`src/rtl/alu_pkg.sv`:
```
`default_nettype none
// ============================================================================
// Module      : alu_pkg
// Description : Shared opcodes, sequencer state encoding and opcode
//               classification helpers for the ALU issue sequencer.
// Revision    : 1.0 - initial release
// ============================================================================
package alu_pkg;

    // ALU opcodes understood by the sequencer
    localparam logic [4:0] OP_NOP  = 5'b00000;
    localparam logic [4:0] OP_ADD  = 5'b00011;
    localparam logic [4:0] OP_SUB  = 5'b00100;
    localparam logic [4:0] OP_AND  = 5'b00101;
    localparam logic [4:0] OP_OR   = 5'b00110;
    localparam logic [4:0] OP_ROR  = 5'b00111;
    localparam logic [4:0] OP_ROL  = 5'b01000;
    localparam logic [4:0] OP_SHR  = 5'b01001;
    localparam logic [4:0] OP_SHRA = 5'b01010;
    localparam logic [4:0] OP_SHL  = 5'b01011;
    localparam logic [4:0] OP_DIV  = 5'b01111;
    localparam logic [4:0] OP_MUL  = 5'b10000;
    localparam logic [4:0] OP_NEG  = 5'b10001;
    localparam logic [4:0] OP_NOT  = 5'b10010;

    // Sequencer states
    typedef enum logic [1:0] {
        ST_IDLE    = 2'd0,
        ST_EXEC    = 2'd1,
        ST_SEND_LO = 2'd2,
        ST_SEND_HI = 2'd3
    } state_t;

    // True for every opcode the sequencer will issue to the ALU
    function automatic logic is_legal(input logic [4:0] op);
        logic legal;
        case (op)
            OP_ADD, OP_SUB, OP_AND, OP_OR,
            OP_ROR, OP_ROL, OP_SHR, OP_SHRA, OP_SHL,
            OP_NEG, OP_NOT, OP_MUL, OP_DIV: legal = 1'b1;
            default:                        legal = 1'b0;
        endcase
        return legal;
    endfunction

    // True for opcodes producing a meaningful 64-bit result
    function automatic logic is_wide(input logic [4:0] op);
        return (op == OP_MUL) || (op == OP_DIV);
    endfunction

endpackage
`default_nettype wire

```
`src/rtl/alu_op_decode.sv`:
```
`default_nettype none
// ============================================================================
// Module      : alu_op_decode
// Description : Combinational opcode classifier (legal / wide result).
// Revision    : 1.0 - initial release
// ============================================================================
module alu_op_decode
    import alu_pkg::*;
(
    input  logic [4:0] i_op,
    output logic       o_legal,
    output logic       o_wide
);

    assign o_legal = is_legal(i_op);
    assign o_wide  = is_wide(i_op);

endmodule
`default_nettype wire

```
`src/rtl/alu_sequencer.sv`:
```
`default_nettype none
// ============================================================================
// Module      : alu_sequencer
// Description : Issues one opcode/operand pair to the datapath ALU, holds it
//               for EXEC_CYCLES, captures the 64-bit result into ZLO/ZHI and
//               returns it as one (narrow) or two (MUL/DIV) ready/valid beats.
// Revision    : 1.0 - initial release
// ============================================================================
module alu_sequencer
    import alu_pkg::*;
#(
    parameter int EXEC_CYCLES = 1
) (
    input  logic        clock,
    input  logic        clear,
    input  logic        start,
    output logic        ready,
    input  logic [4:0]  op_in,
    input  logic [31:0] src_a,
    input  logic [31:0] src_b,
    output logic [4:0]  alu_opcode,
    output logic [31:0] alu_a,
    output logic [31:0] alu_b,
    input  logic [63:0] alu_z,
    output logic [31:0] zlo,
    output logic [31:0] zhi,
    output logic        res_valid,
    output logic [31:0] res_data,
    output logic        res_last,
    input  logic        res_ready,
    output logic        illegal
);

    // Counter only needs to reach EXEC_CYCLES-1
    localparam int               CNT_W    = (EXEC_CYCLES > 1) ? $clog2(EXEC_CYCLES) : 1;
    localparam logic [CNT_W-1:0] CNT_LAST = CNT_W'(EXEC_CYCLES - 1);

    state_t            r_state;
    state_t            w_state_nxt;
    logic [4:0]        r_op;
    logic [31:0]       r_a;
    logic [31:0]       r_b;
    logic              r_wide;
    logic [CNT_W-1:0]  r_cnt;
    logic [31:0]       r_zlo;
    logic [31:0]       r_zhi;
    logic              r_illegal;

    logic              w_legal;
    logic              w_wide;
    logic              w_accept;
    logic              w_exec_done;

    alu_op_decode u_decode (
        .i_op    (op_in),
        .o_legal (w_legal),
        .o_wide  (w_wide)
    );

    assign ready       = (r_state == ST_IDLE) && clear;
    assign w_accept    = start && ready;
    assign w_exec_done = (r_state == ST_EXEC) && (r_cnt == CNT_LAST);

    // State register
    always_ff @(posedge clock) begin
        if (!clear) begin
            r_state <= ST_IDLE;
        end else begin
            r_state <= w_state_nxt;
        end
    end

    // Next-state: illegal requests are consumed without leaving IDLE
    always_comb begin
        w_state_nxt = r_state;
        case (r_state)
            ST_IDLE:    if (w_accept && w_legal) w_state_nxt = ST_EXEC;
            ST_EXEC:    if (w_exec_done)         w_state_nxt = ST_SEND_LO;
            ST_SEND_LO: if (res_ready)           w_state_nxt = r_wide ? ST_SEND_HI : ST_IDLE;
            ST_SEND_HI: if (res_ready)           w_state_nxt = ST_IDLE;
            default:                             w_state_nxt = ST_IDLE;
        endcase
    end

    // Request latch, exec counter, result capture and illegal pulse
    always_ff @(posedge clock) begin
        if (!clear) begin
            r_op      <= OP_NOP;
            r_a       <= 32'd0;
            r_b       <= 32'd0;
            r_wide    <= 1'b0;
            r_cnt     <= {CNT_W{1'b0}};
            r_zlo     <= 32'd0;
            r_zhi     <= 32'd0;
            r_illegal <= 1'b0;
        end else begin
            r_illegal <= w_accept && !w_legal;
            if (w_accept && w_legal) begin
                r_op   <= op_in;
                r_a    <= src_a;
                r_b    <= src_b;
                r_wide <= w_wide;
                r_cnt  <= {CNT_W{1'b0}};
            end else if (r_state == ST_EXEC) begin
                r_cnt <= r_cnt + 1'b1;
            end
            // Upper ALU word is undefined for narrow ops, so it is zeroed
            if (w_exec_done) begin
                r_zlo <= alu_z[31:0];
                r_zhi <= r_wide ? alu_z[63:32] : 32'd0;
            end
        end
    end

    // State-decoded ALU drive and result beat outputs
    always_comb begin
        alu_opcode = OP_NOP;
        res_valid  = 1'b0;
        res_data   = 32'd0;
        res_last   = 1'b0;
        case (r_state)
            ST_EXEC: begin
                alu_opcode = r_op;
            end
            ST_SEND_LO: begin
                res_valid = 1'b1;
                res_data  = r_zlo;
                res_last  = !r_wide;
            end
            ST_SEND_HI: begin
                res_valid = 1'b1;
                res_data  = r_zhi;
                res_last  = 1'b1;
            end
            default: begin
                alu_opcode = OP_NOP;
            end
        endcase
    end

    assign alu_a   = r_a;
    assign alu_b   = r_b;
    assign zlo     = r_zlo;
    assign zhi     = r_zhi;
    assign illegal = r_illegal;

endmodule
`default_nettype wire

```
`config.mk`:
```
export PLATFORM = sky130hd
export DESIGN_NAME = alu_sequencer
export DESIGN_NICKNAME = d
export VERILOG_FILES = /design/src/rtl/alu_pkg.sv /design/src/rtl/alu_op_decode.sv /design/src/rtl/alu_sequencer.sv
export SDC_FILE = /design/constraint.sdc
export NUM_CORES = 1
export LEC_CHECK = 0
export CORE_MARGIN = 8
export CORE_UTILIZATION = 39
export DETAILED_ROUTE_END_ITERATION = 7
export PLACE_DENSITY = 0.79
export SYNTH_ARGS = -nofsm -noshare
export SYNTH_HDL_FRONTEND = slang
export SYNTH_SLANG_ARGS = --single-unit
```
`constraint.sdc`:
```
create_clock -name clock -period 2.05 [get_ports clock]
set_input_delay 0.3075 -clock clock [delete_from_list [all_inputs] [get_ports clock]]
set_output_delay 0.3075 -clock clock [all_outputs]
set_load 0.02 [all_outputs]
```
# Word-level counts from Yosys, hierarchy flattened
# Memories as Yosys holds them, arrays and structs flattened.
# Index checks and enable logic that the tools add are counted.
# W data, S select, Z words.
# totals
reg_bits,138
latch_bits,0
mem_bits_rw,0
romBits,32
out_inout_bits,169
wordCells,45
mem_count,1
# op_classes
n_addsub,1
n_mul,0
n_div,0
n_lt_le_gt_ge,0
n_eq_ne,9
n_shift,0
muxes,11
bitwise_logic,2
reduce_logical,12
# memory_table
memory,words,word_bits,read_ports,rd_ports_with_merged_regs,wr,line,source
(no name shown),32,1,1,0,0,alu_pkg.sv:37,case (op)
# op_table
operator,n
$pmux W32 S2,1
$mux W32,1
$mux W2,5
$pmux W2 S4,1
$ne A2 B2 Y1 const B,3
$eq A5 B4 Y1 const B,1
$eq A5 B5 Y1 const B,1
$logic_and A1 B1 Y1,5
$mux W5,1
$eq A2 B2 Y1 const B,2
$reduce_and A4 Y1,1
$reduce_or A2 Y1,2
$eq A2 B1 Y1 const B,1
$logic_not A1 Y1,2
$logic_not A2 Y1,1
$ne A2 B1 Y1 const B,1
$not A1 Y1,2
$pmux W1 S2,1
$add A1 B1 Y1 const B,1
$logic_or A1 B1 Y1,1
$mux W1,1

# Depth between registers and ports, before layout
# logic_depth
word_depth,6
mapped_depth,7
depth_no_buf,4

# Hierarchy
# Synthesis repeated with hierarchy kept, for this count alone.
# unflattened
cells_unflattened,706
hier_area_um2,5858.1
# by_module_without_submodules
module,instances,cells_per_inst,area_per_inst_um2,seq_area_each_um2
alu_sequencer,1,695,5798.1,2762.6
alu_op_decode,1,11,60.1,0.0

# Worst setup path before layout
# No wires, ideal clock.
# synth_path
path_type,register to output
from,register r_state[1]
to,output res_data[10]
arrival_time_ns,1.149
t_required_ns,1.742
slack_ns,0.593
stages_incl_launch_ff,4
n_path_buf,2
path_cell_list,dfxtp_1 -> clkbuf_1 -> clkbuf_1 -> nor2b_1
# synth_via
elab_chain_len,2
# synth_rtl
item,line,source
from (decl),alu_sequencer.sv:38,state_t r_state;
from (signal assigned),alu_sequencer.sv:69,r_state <= w_state_nxt;
$eq A2 B2 Y1,alu_sequencer.sv:121,case (r_state)
$pmux W32 S2 *,alu_sequencer.sv:121,
to (decl),alu_sequencer.sv:28,"output logic [31:0] res_data,"
# Every way passes the cells marked *; elsewhere a longest branch is shown, timed or not.

# Final worst setup path
# layout_path
from,register r_state[0]
to,output res_data[14]
# The elaborated chain is that of the path after synthesis.

==> metrics <==
GRT Resource Usage Total 19.5%; crit path from r_state[0]; f_max 509 MHz; non-filler cells, final 1183; GPL Wtd Cong 0.783; crit path capture res_data[14]; Hold Violations, Final 0; RSZ-0062 raised after global routing no; WL final 19500 um; number of CTS-inserted buffers 17; vias in the first global route 5630; commonest non-fill, non-tap cells in the layout clkdlybuf4s50_1 (264), nand2_1 (170), dfxtp_1 (137); post-route setup slack 86.3 ps; Vias 5558; CP startpoint kind register; crit end category primary output; hpwl dp 14700 um; final period utilization 95.8%; io pins 306; share of layout cells above drive strength 1 5.63%; pre-CTS setup slack 42.9 ps; CP required 1740 ps; Ant. Diodes 0; register area share after synthesis 45.8%; Post-Synth Adder-Cell Area 0%; CTS root buf clkbuf_16; reg2reg start r_state[1]; Syn. warnings 0; async set or reset register ratio after synthesis 0%; type of the most critical hold path input pin to register; leading cell type in the layout, fill and taps excluded clkdlybuf4s50_1; crit path time final 1960 ps; DR iter-0 viols 166; row count 45; setup TNS 0 ps; area delta synth->final 62.4%; Post-Syn Nets 826; Reg2Reg Capture Point alu_b[16]; ys flop type dfxtp_1; Finished Core Util 64.7%; crit path DAT 1660 ps; Synth Area in Compound Gates 9.37%; Post-CTS Setup Bufs 0; Fin Clk Skew 8.81 ps; Max-Cap Viols 0; Layout Nets 1119; clock sink total 138; # H-tree levels 4; WL/cell 16.5 um; die area 19700 um2; Die Y 140 um; combinational family with the most area after synthesis simple AND/OR/NAND/NOR gates; reg-to-reg setup timing slack 370 ps; Post-Syn Area per Cell 8.76 um2; pin count of the biggest net entering global routing 78; # port buffers 305; first-pass GRT wire length 30900 um; Initial Util 39.8%; simple-gate portion of the synthesized area 18.7%; R2R cell count 6; Clock Path Buffers 2; die width 140 um; Worst Max-Slew Pin Slew 754 ps; mux share of post-synthesis cell area 17.1%; # setup viols final 0; critical path class register to primary output; Clk Latency, worst-skew pair 410 ps; Residual DRC 0; Power per Cell Area 757 nW/um2; Gate Count Post-Synth 689; number of flops mapped to enable cells by yosys 0; placed cell count 1151; CTS tree built; Yosys reg bits 138; DRT antenna net count 0; Clock transition at path regs 50 ps; slew margin rel. 49.7%; total grt overflow 0; status complete, no violations; Core ar. 15100 um2; Slew Limit Fails 0; Yosys cell types 29; mapped cell area 6030 um2; synthesized-area fraction occupied by xor and xnor cells 0%; Leak 0.00431 uW; drt pass-1 iters 4; worst-path maximum fanout 20; worst vdd ir 0.585 mV; via/cell ratio 4.70; antenna violations before repair 0
==> stage by stage <==
stage               hold WS (ps)  instance area (um2)  power, uW
floorplan                    433                 6030       3830
global placement             441                 9270       4610
detailed placement           447                 9270       4620
CTS                          349                 9790       7510
global route                 384                 9800       7750
finish                       379                 9800       7410
==> area by class of cell <==
| type | count | area (um2) |
|---|---|---|
| clock inverter | 11 | 97.6 |
| inverter | 69 | 259 |
| tap | 188 | 235 |
| timing repair buffer | 323 | 3250 |
| multi-input combinational | 433 | 2730 |
| sequential | 138 | 2770 |
| clock buffer | 21 | 460 |
| fill | 1342 | 5350 |
==> how the worst min path moves through the flow <==
stage            start      end  slack, ps  cells after the start
2_1_floorplan  r_op[2]  r_op[2]        430                      2
3_3_place_gp   r_op[4]  r_op[4]        440                      2
3_5_place_dp   r_op[4]  r_op[4]        450                      2
4_1_cts          clear  illegal        350                      3
5_1_grt          clear  illegal        380                      3
6_report         clear  illegal        380                      3
==> synthesized netlist by cell type (2+ instances only) <==
cell type	count	area (um2)
nand2b_1	2	12.5
mux2i_1	103	1030
buf_1	2	7.51
nor2b_1	34	213
buf_6	11	124
nand3_1	33	165
a21boi_1	39	293
a21boi_0	25	188
dfxtp_1	138	2760
a21oi_1	5	25.0
inv_1	69	259
clkbuf_1	24	90.1
buf_2	9	45.0
nor2_1	3	11.3
buf_4	3	22.5
and2_1	7	43.8
nand2_1	170	638
==> what timing repair did <==
action                     in CTS  in global routing
gates resized for setup        41                  3
setup endpoints to repair      39                 10
hold buffers                    0                  0
==> power breakdown <==
part / internal [uW] / switching (uW)
logic: 816 / 771
registers: 2860 / 105
clock network: 1730 / 1140
total: 5400 / 2010
==> sequential cells by signal, indices dropped and copies added (netlist names), 2 cells and up <==
| signal | flops |
|---|---|
| r_op | 5 |
| r_state | 2 |
| zlo | 32 |
| zhi | 32 |
| alu_b | 32 |
| alu_a | 32 |
==> cells by family (layout without fill, tap and decap cells) <==
logic type | Yosys count | in the layout
and+or+nand+nor | 254 | 254
DFF | 138 | 138
buffers and inverters | 118 | 424
muxes | 103 | 103
AOI/OAI and AO/OA | 76 | 76
==> per-layer routing <==
metal  routed length (um)  track usage [%]  part of all wire [%]  vias up
li1                     -                -                     -     2787
met1                 8180             22.4                    42     2541
met2                 9180             32.4                    47      218
met3                 1950             9.07                    10       12
met4                  180             4.57                  0.92        0
met5                    0                0                     0        -
==> critical path, cell delays in order, from the launching register on <==
cell           delay (ps)
dfxtp_4               400
buf_12                200
mux2i_2               250
nor2b_1                60
dlygate4sd2_1         330
(Power assumes the default switching activity.)
